===== config.mk =====
export PLATFORM = sky130hd
export DESIGN_NAME = sata_txarb
export DESIGN_NICKNAME = d
export VERILOG_FILES = /design/src/rtl/sata_txarb.sv
export SDC_FILE = /design/constraint.sdc
export NUM_CORES = 1
export LEC_CHECK = 0
export ABC_AREA = 1
export BUFFER_PORTS_ARGS = -buffer_cell sky130_fd_sc_hd__buf_2
export CORE_ASPECT_RATIO = 0.75
export CORE_UTILIZATION = 42
export DETAILED_ROUTE_END_ITERATION = 16
export PLACE_DENSITY = 0.75
export SYNTH_ARGS = -nofsm -noshare
export SYNTH_HDL_FRONTEND = slang
export SYNTH_SLANG_ARGS = --single-unit
export TNS_END_PERCENT = 20

===== constraint.sdc =====
create_clock -name i_clk -period 1.8 [get_ports i_clk]
set_clock_uncertainty 0.2 [all_clocks]
set_input_delay 0.09 -clock i_clk [delete_from_list [all_inputs] [get_ports i_clk]]
set_output_delay 0.09 -clock i_clk [all_outputs]
set_load 0.01 [all_outputs]

===== src/rtl/sata_txarb.sv =====
// sata_txarb: two-requester transmit arbiter in front of a SATA link layer.
//
// Grants one of two packet sources (round-robin on contention, s0 first after
// reset), forwards the owner's beats to the link, then waits for the link's
// completion pulse and returns it to the owner as a one-cycle success/failed
// pulse. If the link drops out of ready while a packet is in flight, the rest
// of that packet is drained from the source and reported as failed. If the
// link stays silent for 2^LGTIMEOUT-1 cycles after the last beat, the packet
// is reported as failed and o_timeout pulses.
//
// Ports:
//   i_clk, i_reset          clock; asynchronous active-high reset
//   i_link_ready            link can accept a packet
//   sN_valid/ready/data/last  requester N packet stream (N = 0, 1)
//   sN_success/sN_failed    one-cycle completion pulses to requester N
//   m_valid/ready/data/last packet stream to the link
//   i_success/i_failed      completion pulses from the link
//   o_grant                 one-hot owner, 00 when idle
//   o_timeout               one-cycle pulse when the completion wait expires
module sata_txarb #(
  parameter int unsigned LGTIMEOUT = 20
) (
  input  logic        i_clk,
  input  logic        i_reset,
  input  logic        i_link_ready,
  input  logic        s0_valid,
  output logic        s0_ready,
  input  logic [31:0] s0_data,
  input  logic        s0_last,
  output logic        s0_success,
  output logic        s0_failed,
  input  logic        s1_valid,
  output logic        s1_ready,
  input  logic [31:0] s1_data,
  input  logic        s1_last,
  output logic        s1_success,
  output logic        s1_failed,
  output logic        m_valid,
  input  logic        m_ready,
  output logic [31:0] m_data,
  output logic        m_last,
  input  logic        i_success,
  input  logic        i_failed,
  output logic [1:0]  o_grant,
  output logic        o_timeout
);

  typedef enum logic [1:0] {
    ST_IDLE,
    ST_SEND,
    ST_DRAIN,
    ST_WAIT
  } state_t;

  state_t               state, state_nxt;
  logic                 owner;      // 0 = s0, 1 = s1
  logic                 rr_prio;    // requester that wins when both ask
  logic [LGTIMEOUT-1:0] timer;

  logic        own_valid, own_last, own_ready;
  logic [31:0] own_data;
  logic        pick, start, enter_wait;
  logic        pulse_ok, pulse_fail;

  assign own_valid = owner ? s1_valid : s0_valid;
  assign own_last  = owner ? s1_last  : s0_last;
  assign own_data  = owner ? s1_data  : s0_data;

  assign pick  = (s0_valid && s1_valid) ? rr_prio : s1_valid;
  assign start = (state == ST_IDLE) && i_link_ready && (s0_valid || s1_valid);

  always_comb begin
    state_nxt  = state;
    m_valid    = 1'b0;
    m_last     = 1'b0;
    own_ready  = 1'b0;
    pulse_ok   = 1'b0;
    pulse_fail = 1'b0;
    o_timeout  = 1'b0;
    enter_wait = 1'b0;
    case (state)
      ST_IDLE: begin
        if (start)
          state_nxt = ST_SEND;
      end
      ST_SEND: begin
        if (!i_link_ready) begin
          // Link lost: behave as DRAIN already in this cycle, so a last beat
          // arriving now terminates the packet immediately.
          own_ready = 1'b1;
          if (own_valid && own_last) begin
            pulse_fail = 1'b1;
            state_nxt  = ST_IDLE;
          end else begin
            state_nxt = ST_DRAIN;
          end
        end else begin
          m_valid   = own_valid;
          m_last    = own_last;
          own_ready = m_ready;
          if (own_valid && own_last && m_ready) begin
            state_nxt  = ST_WAIT;
            enter_wait = 1'b1;
          end
        end
      end
      ST_DRAIN: begin
        own_ready = 1'b1;
        if (own_valid && own_last) begin
          pulse_fail = 1'b1;
          state_nxt  = ST_IDLE;
        end
      end
      ST_WAIT: begin
        // A coincident success and failure is reported as failure.
        if (i_failed) begin
          pulse_fail = 1'b1;
          state_nxt  = ST_IDLE;
        end else if (i_success) begin
          pulse_ok  = 1'b1;
          state_nxt = ST_IDLE;
        end else if (timer == '1) begin
          o_timeout  = 1'b1;
          pulse_fail = 1'b1;
          state_nxt  = ST_IDLE;
        end
      end
      default: state_nxt = ST_IDLE;
    endcase
  end

  assign s0_ready   = own_ready  && !owner;
  assign s1_ready   = own_ready  &&  owner;
  assign s0_success = pulse_ok   && !owner;
  assign s1_success = pulse_ok   &&  owner;
  assign s0_failed  = pulse_fail && !owner;
  assign s1_failed  = pulse_fail &&  owner;
  assign m_data     = own_data;
  assign o_grant    = (state == ST_IDLE) ? 2'b00 : (owner ? 2'b10 : 2'b01);

  always_ff @(posedge i_clk or posedge i_reset) begin
    if (i_reset) begin
      state   <= ST_IDLE;
      owner   <= 1'b0;
      rr_prio <= 1'b0;
      timer   <= '0;
    end else begin
      state <= state_nxt;
      if (start) begin
        owner   <= pick;
        rr_prio <= !pick;
      end
      if (enter_wait)
        timer <= '0;
      else if (state == ST_WAIT && timer != '1)
        timer <= timer + LGTIMEOUT'(1);
    end
  end

endmodule


After elaboration in Yosys (flattened, before gate mapping)

Cells that the tools add are included.

Reductions and logical operators: 18
Muxes and demuxes: 37
Eq/ne operators: 9
Add/sub/neg operators: 1

Operators with widths:

| cell                    | number |
|---|---|
| $mux W20                | 2 |
| $mux W32                | 1 |
| $mux W1                 | 21 |
| $add A20 B1 Y20 const B | 1 |
| $eq A20 B20 Y1 const B  | 1 |
| $mux W2                 | 10 |
| $ne A20 B20 Y1 const B  | 1 |
| $logic_and A1 B1 Y1     | 12 |
| $pmux W2 S4             | 1 |
| $eq A2 B2 Y1 const B    | 2 |
| $ne A2 B2 Y1 const B    | 2 |
| $ne A4 B4 Y1 const B    | 1 |
| $reduce_and A4 Y1       | 1 |
| $ne A3 B3 Y1 const B    | 1 |
| $pmux W1 S3             | 1 |
| $eq A2 B1 Y1 const B    | 1 |
| $logic_not A1 Y1        | 2 |
| $logic_not A2 Y1        | 1 |
| $pmux W1 S2             | 1 |
| $reduce_bool A2 Y1      | 1 |
| $logic_or A1 B1 Y1      | 1 |

Logic and storage cells: 69
Register bits after elaboration: 24
Input bits: 74
Output and inout port bits: 43

Longest topological paths before layout

Gate-level depths: netlist of the first run.

Depth after elaboration: 7
Depth in mapped cells: 12
Mapped depth without buffers: 11

Worst setup path after synthesis of the first run

OpenSTA, ideal clock, no wires.

Kind: register to register
From: register timer[0]
To: register timer[15]
Data arrival time: 1548 ps
Slack: -66 ps
Data required time: 1483 ps
Period minus slack after synthesis: 1866 ps
Buffers on the path: 1
Stages on the path, launching flop included: 12
Cells stage by stage: dfrtp_1 > ha_1 > inv_1 > nor2_4 > nand2_4 > nor2_4 > nand2_4 > nand2_4 > inv_2 > buf_2 > nand3_1 > nand2_1

Word-level cells in the longest chain between the ends: 3
Elaborated cells between the ends (all ways): 6

Ends and longest elaborated chain:

| what                                              | RTL line | RTL |
|---|---|---|
| from (decl)                                       | 58       | `logic [LGTIMEOUT-1:0] timer;` |
| from (signal assigned)                            | 156      | `timer <= timer + LGTIMEOUT'(1);` |
| $add A20 B1 Y20 or $ne A20 B20 Y1 (tied branches) | 156, 155 |  |
| $mux W20 or $logic_and A1 B1 Y1 (tied branches)   | 155      | `else if (state == ST_WAIT && timer != '1)` |
| $mux W20 or $reduce_bool A2 Y1 (tied branches)    | -        |  |

Several ways; a longest one is shown, not always the timed one. The select of a mux whose other input is x is not followed.
A chain may end at the register's enable or synchronous reset.

Worst setup path after layout of the first run

From: register timer[4]
To: output port s1_failed

Word-level cells in the longest chain between the ends: 6

Ends and longest elaborated chain:

| what                | RTL line | RTL |
|---|---|---|
| $eq A20 B20 Y1      | 122      | `end else if (timer == '1) begin` |
| $mux W1             | 122      |  |
| $mux W1             | 119      | `end else if (i_success) begin` |
| $mux W1             | 116      | `if (i_failed) begin` |
| $pmux W1 S3         | 81       | `case (state)` |
| $logic_and A1 B1 Y1 | 137      | `assign s1_failed = pulse_fail && owner;` |
| to (decl)           | 37       | `output logic s1_failed,` |

No other way between the ends.

==> results of run 1 <==
-- critical path: cells and delay by family (launching register included) --
| kind | cells | cell delay, ns |
|---|---|---|
| buf+inv | 1 | 0.14 |
| simple gates | 7 | 0.83 |
| flops | 1 | 0.38 |
| compound gates | 1 | 0.11 |
-- per-stage QoR --
| stage | setup TNS (ns) | std cells |
|---|---|---|
| floorplan | 0 | 369 |
| global placement | 0 | 569 |
| detailed placement | 0 | 569 |
| CTS | -0.452 | 582 |
| global route | -2.22 | 585 |
| finish | -0.693 | 585 |
-- logic make-up (layout without fill, tap and decap cells) --
group / after synthesis / in the layout
simple gates: 276 / 276
fa+ha+maj: 5 / 5
flops: 24 / 24
buf+inv: 39 / 183
compound gates: 12 / 12
xor+xnor: 13 / 13
-- area by class of cell --
| class | instances | area, µm² | share of cell area, % |
|---|---|---|---|
| timing repair buffer | 149 | 853 | 25.7 |
| tap | 72 | 90.1 | 2.71 |
| sequential | 24 | 604 | 18.2 |
| multi-input combinational | 306 | 1580 | 47.4 |
| timing repair inverter | 1 | 16.3 | 0.490 |
| inverter | 29 | 128 | 3.84 |
| clock buffer | 4 | 55.1 | 1.66 |
-- final timing paths --
path,slack [ns],end,cells past startpoint,startpoint
worst max-delay path,-0.23,s1_failed,9,timer[4]
worst min-delay path,0.07,state[0],5,i_failed
worst max register to register,-0.03,timer[0],9,timer[4]
worst min register to register,0.32,rr_prio,2,rr_prio
max in group asynchronous,0.94,timer[3],4,i_reset
min in group asynchronous,0.19,timer[10],4,i_reset
-- layout by cell type (no fill, tap or decap), types with 6 or more instances in the layout --
cell / count
nand2_1: 180
buf_2: 116
nor2_1: 35
buf_4: 28
inv_1: 23
dfrtp_1: 21
nand3_1: 20
nand2_2: 15
xor2_1: 11
nand4_1: 6
-- Yosys cell counts, drive strengths merged --
library cell / instances
nand3b: 1
ha: 5
nand2: 200
buf: 4
inv: 29
clkbuf: 6
nor3: 2
o21ai: 6
o21a: 1
dfrtp: 24
xnor2: 2
a21oi: 3
nor2: 44
nand4: 6
xor2: 11
o21bai: 2
nand3: 22
nor4: 1
-- power groups by stage --
stage / clock (W) / combinational, W / sequential, W
after global routing: 0.000407 / 0.00268 / 0.000850
after CTS: 0.000392 / 0.00227 / 0.000814
final: 0.000384 / 0.00243 / 0.000837
after global placement: 0 / 0.00209 / 0.000826
after detailed placement: 0 / 0.00214 / 0.000832
after floorplan: 0 / 0.00138 / 0.000824
-- per-layer routing --
metal  up-vias  share of wire (%)  wire length (µm)  GRT usage [%]
met5         -                  0                 0              0
met4         0                1.0                77           5.21
met3         9                7.1               527           4.40
met2       119                 47              3530           39.5
met1      1236                 45              3330           35.1
li1       1414                  -                 -              -
-- sequential cells by signal, summed over array words and instances, names as in the netlist --
name,count
state,2
rr_prio,1
timer,20
owner,1
-- what timing repair did --
action                                  4_1_cts  5_1_grt
gates resized for setup                      10       29
endpoints found under the setup margin       14       33
hold buffers                                  2        0
cloned                                        0        1
setup buffers                                 7        2
pin swaps                                     5       12
hold endpoints to repair                     25        0
==> flow_summary_export.csv, run 1 <==
group,metric,value,unit
routing,vias,2778,
yosys,syn_area,2240,µm²
sta,fmax,492,MHz
yosys,synth_nets,448,
routing,drt_pass1_iterations,5,
status,status,"finished, violations left",
clock_tree,numCtsBuffers,3,
yosys,synth_area_leader_cell,"nand2_1",
power,internal_power,0.00186,W
grt,grt_pass1_wl,11100,µm
sta,fin_crit_sh,113,%
setup_path,crit_required,1.51,ns
floorplanning,ios,117,
yosys,yosysUniqueCellTypes,32,
power,p_seq_share,22.9,%
clock_tree,clock-root-buffer,"clkbuf_8",
routing,avgRoutedWirePerCell,12.8,µm
layout,stdcell_area,3320,µm²
yosys,synth_mux_area_share,0,%
grt,grtUsageTotal,24.8,%
sta,holdWs,0.0734,ns
yosys,synth.area.top_cells,"nand2_1 (31%), dfrtp_1 (27%), nor2_1 (6.5%)",
floorplanning,core_area,5010,µm²
floorplanning,rows,22,
placed_design,postPlaceCellArea,3040,µm²
sta,rsz0062_at_grt,"yes",
layout,area_delta_synth_final,48.2,%
routing,drc_errors,0,
yosys,yosysWarnings,0,
sta,maxSlewHeadroom,77.6,%
placed_design,routabilityCongestion,0.963,
routing,via_per_inst,4.75,
layout,antennaDiodeCount,0,
clock_tree,clock_sinks,24,
yosys,ys_seq_area_share,26.8,%
layout,nNetsFinal,593,
status,violations,"setup timing",
yosys,syn_avg_cell_area,6.08,µm²
layout,drive_gt1_share,39.6,%
sta,layout_min_cycle_time,2.03,ns
floorplanning,die_h,65.3,µm
power,p_leak,1.93,nW
yosys,synth_seq_cells,24,
setup_path,worstSetupStartpointType,"flip-flop",
grt,grt_pass1_vias,2421,
layout,fillerInstances,434,
power,switching_power,0.00179,W
power,power.total,0.00365,W
sta,worst_pin_slew,0.335,ns
grt,grt_overflow_total,0,
placed_design,dp_hpwl,5450,µm
sta,finalSetupViolCount,6,
clock_tree,cts_tree,"yes",
routing,postRouteAntennaNets,0,
clock_tree,cts.path.max_buffers,2,
power,pwr-share-comb,66.6,%
floorplanning,start_util,44.8,%
sta,slew_viol_final,0,
layout,final_util,66.3,%
run,drv_cap,0,
clock_tree,path_clk_slew,0.10,ns
grt,grt_start_max_net_pins,37,
yosys,synth-compound-area-share,3.18,%
setup_path,max_stage_delay,0.38,ns
worst_hold_path,min_path_type,"input port to flip-flop",
power,p_sw_share,49.0,%
sta,fin_ws,-0.232,ns
yosys,synthAdderAreaFrac,2.79,%
setup_path,cp_max_fo,3,
sta,hold_viol,0,
power,powerDensity,1100,nW/µm²
setup_path,critical_path_class,"flip-flop to primary output",
power,ir_worst_vdd,0.000615,V
yosys,synthSimpleGateAreaFrac,54.0,%
power,clkPwrFrac,10.5,%
yosys,synth_top_family_by_area,"simple AND/OR/NAND/NOR gates",
setup_path,crit_arrival,1.74,ns
routing,first_iter_violations,153,
clock_tree,clock_latency,0.27,ns
floorplanning,fp.dieArea,5640,µm²
yosys,synth_xor_area_share,5.08,%
floorplanning,die_x,86.4,µm
placed_design,io_buffers,116,
clock_tree,h-tree-depth,1,
yosys,synthCells,369,
setup_path,end_kind,"primary output",
setup_path,path_cells,"nand2_1 -> nor2_4 -> nand2_4 -> nor2_4 -> nand3_2 -> nand2_2 -> nand2_2 -> a21oi_2 -> buf_2",
grt,grt_antenna_before_repair,0,
placed_design,dpl_worst_slack,0.0218,ns
routing,routed_wl,7470,µm
setup_path,slowest_stage,"dfrtp_1",
yosys,synth.top_cell.area_share,31.5,%
Note: power is estimated with default switching activity, not from simulation.
==> inputs of run 2 (changes only) <==
MAX_ROUTING_LAYER = met4   (was unset)
REMOVE_ABC_BUFFERS = 1   (was unset)
==> run 2 against run 1 <==
The flow still finishes with violations (setup timing). Clock power fell by 5%. Worst setup slack improved by 0.064 ns. Highest routed layer unchanged. Sequential share of layout area is 0.10 points higher. Power decreased by 2.1%. Register-to-register slack hardly changed. Via count rose by 1.1%. Critical path type unchanged. Critical endpoint is now s0_failed. Critical path depth rose by 1. Clock-buffer cell count did not move. Non-clock buffer count rose by 1. Global-route usage up 0.34 points.
==> flow_summary_export.csv, run 2 (synthesis results as in run 1) <==
group,metric,value,unit
sta,finalSetupViolCount,19,
clock_tree,numCtsBuffers,3,
layout,final_cells,586,
floorplanning,start_util,44.8,%
clock_tree,clock_sinks,24,
setup_path,crit_required,1.51,ns
setup_path,r2r_cells,12,
layout,final_util,65.7,%
grt,grtUsageTotal,25.1,%
grt,grt_pass1_vias,2308,
layout,regMostFlops,"timer",
setup_path,cp_max_fo,3,
power,power.total,0.00357,W
setup_path,critical_path_class,"flip-flop to primary output",
power,p_leak,1.93,nW
floorplanning,die_x,86.4,µm
clock_tree,path_clk_slew,0.08,ns
floorplanning,fp.dieArea,5640,µm²
setup_path,rr_endpoint,"timer[17]",
routing,vias,2808,
placed_design,dp_hpwl,5540,µm
sta,fmax,508,MHz
floorplanning,ios,117,
sta,hold_viol,0,
layout,nNetsFinal,594,
layout,final_common_cell,"nand2_1",
sta,layout_min_cycle_time,1.97,ns
sta,maxSlewHeadroom,77.2,%
placed_design,io_buffers,116,
setup_path,worstSetupStartpointType,"flip-flop",
layout,mostFrequentLayoutCells,"nand2_1 (185), buf_2 (116), nor2_1 (38)",
worst_hold_path,hold_path_end,"state[0]",
routing,drc_errors,0,
sta,finalSetupTns,-0.633,ns
routing,avgRoutedWirePerCell,12.5,µm
grt,grt_start_max_net_pins,37,
routing,postRouteAntennaNets,0,
power,ir_worst_vdd,0.000759,V
worst_hold_path,min_path_type,"input port to flip-flop",
clock_tree,cts.path.max_buffers,2,
sta,slew_viol_final,0,
routing,routed_wl,7330,µm
layout,largest_reg_flops,20,
setup_path,crit_arrival,1.68,ns
routing,first_iter_violations,213,
clock_tree,h-tree-depth,1,
layout,drive_gt1_share,37.7,%
floorplanning,rows,22,
clock_tree,cts_tree,"yes",
setup_path,worstSetupStartpoint,"timer[0]",
sta,fin_crit_sh,109,%
sta,fin_ws,-0.169,ns
setup_path,r2r_start,"timer[0]",
floorplanning,die_h,65.3,µm
power,powerDensity,1090,nW/µm²
floorplanning,core_area,5010,µm²
layout,area_delta_synth_final,46.7,%
routing,drt_pass1_iterations,6,
worst_hold_path,hold_depth,5,
setup_path,rrSetupSlack,-0.04,ns
grt,grt_overflow_total,0,
worst_hold_path,holdCritStartpoint,"i_failed",
clock_tree,clock_latency,0.27,ns
setup_path,end_kind,"primary output",
layout,antennaDiodeCount,0,
layout,fillerInstances,449,
grt,grt_pass1_wl,10900,µm
grt,grt_antenna_before_repair,0,
placed_design,placed_cells,569,
run,drv_cap,0,
placed_design,routabilityCongestion,0.933,
status,status,"finished, violations left",
clock_tree,clock-root-buffer,"clkbuf_8",
status,violations,"setup timing",
sta,rsz0062_at_grt,"yes",
layout,reg.largest.list,"timer x20, state x2",
routing,via_per_inst,4.79,
sta,worst_pin_slew,0.342,ns
run 2: changes by cell type in the layout (fill, tap and decap cells not counted), moves of 2 or more:
cell / previous run / this run
nor2_1: 35 / 38
dfrtp_1: 21 / 23
nor2_4: 5 / 3
nand2_1: 180 / 185
dfrtp_2: 3 / 1
nand2_2: 15 / 11
run 2: repair_timing:
item	4_1_cts	5_1_grt
resized for setup	4	27
gates cloned	0	1
hold buffers	2	0
hold endpoints to repair	25	0
pin swaps	5	5
buffers inserted	7	3
setup endpoints to repair	7	56
run 2: worst max-delay path, stage by stage, from the launching register on:
cell and delay, ns:
dfrtp_1 0.40, ha_4 0.15, inv_2 0.04, nor2_4 0.10, nand2_4 0.07, nor2_4 0.17, nand3_2 0.07, nand2_1 0.07
nand2_2 0.06, a21oi_1 0.13, buf_2 0.15
run 2: final cells by class:
type                    instances  area [µm²]  area share, %
clock buffers                   4        55.1           1.67
inverters                      29         126           3.84
multi-input cells             306        1550           47.1
flip-flops and latches         24         602           18.3
well taps                      72        90.1           2.74
repair buffers                150         852           25.9
repair inverters                1        16.3          0.494
run 2: metal layers:
layer	GRT usage (%)	part of all wire, %
met2	38.8	45
met5	-	0
met3	3.27	7.8
met4	2.29	0.16
met1	36.5	47
run 2: how the worst max path moves through the flow:
stage | cells past startpoint | slack, ns | end
finish | 10 | -0.17 | s0_failed
global route | 10 | -0.27 | s0_failed
floorplan | 10 | -0.60 | timer[10]
detailed placement | 9 | 0.04 | timer[17]
CTS | 10 | -0.17 | s0_failed
global placement | 10 | 0.07 | timer[0]
run 2: where the power goes:
part	switching (W)	total (W)	internal (W)	leakage (nW)
clock network	0.000170	0.000366	0.000195	0.0288
logic	0.00144	0.00240	0.000958	1.58
registers	0.000125	0.000807	0.000683	0.318
total	0.00174	0.00357	0.00184	1.93
run 2: metrics by stage:
| step | hold slack, ns | worst slack (ns) | cell area [µm²] |
|---|---|---|---|
| floorplan | -0.0954 | -0.602 | 2180 |
| global placement | -0.0539 | 0.0748 | 3010 |
| detailed placement | -0.0504 | 0.0408 | 3010 |
| CTS | 0.0584 | -0.171 | 3150 |
| global route | 0.110 | -0.269 | 3290 |
| finish | 0.0876 | -0.169 | 3290 |
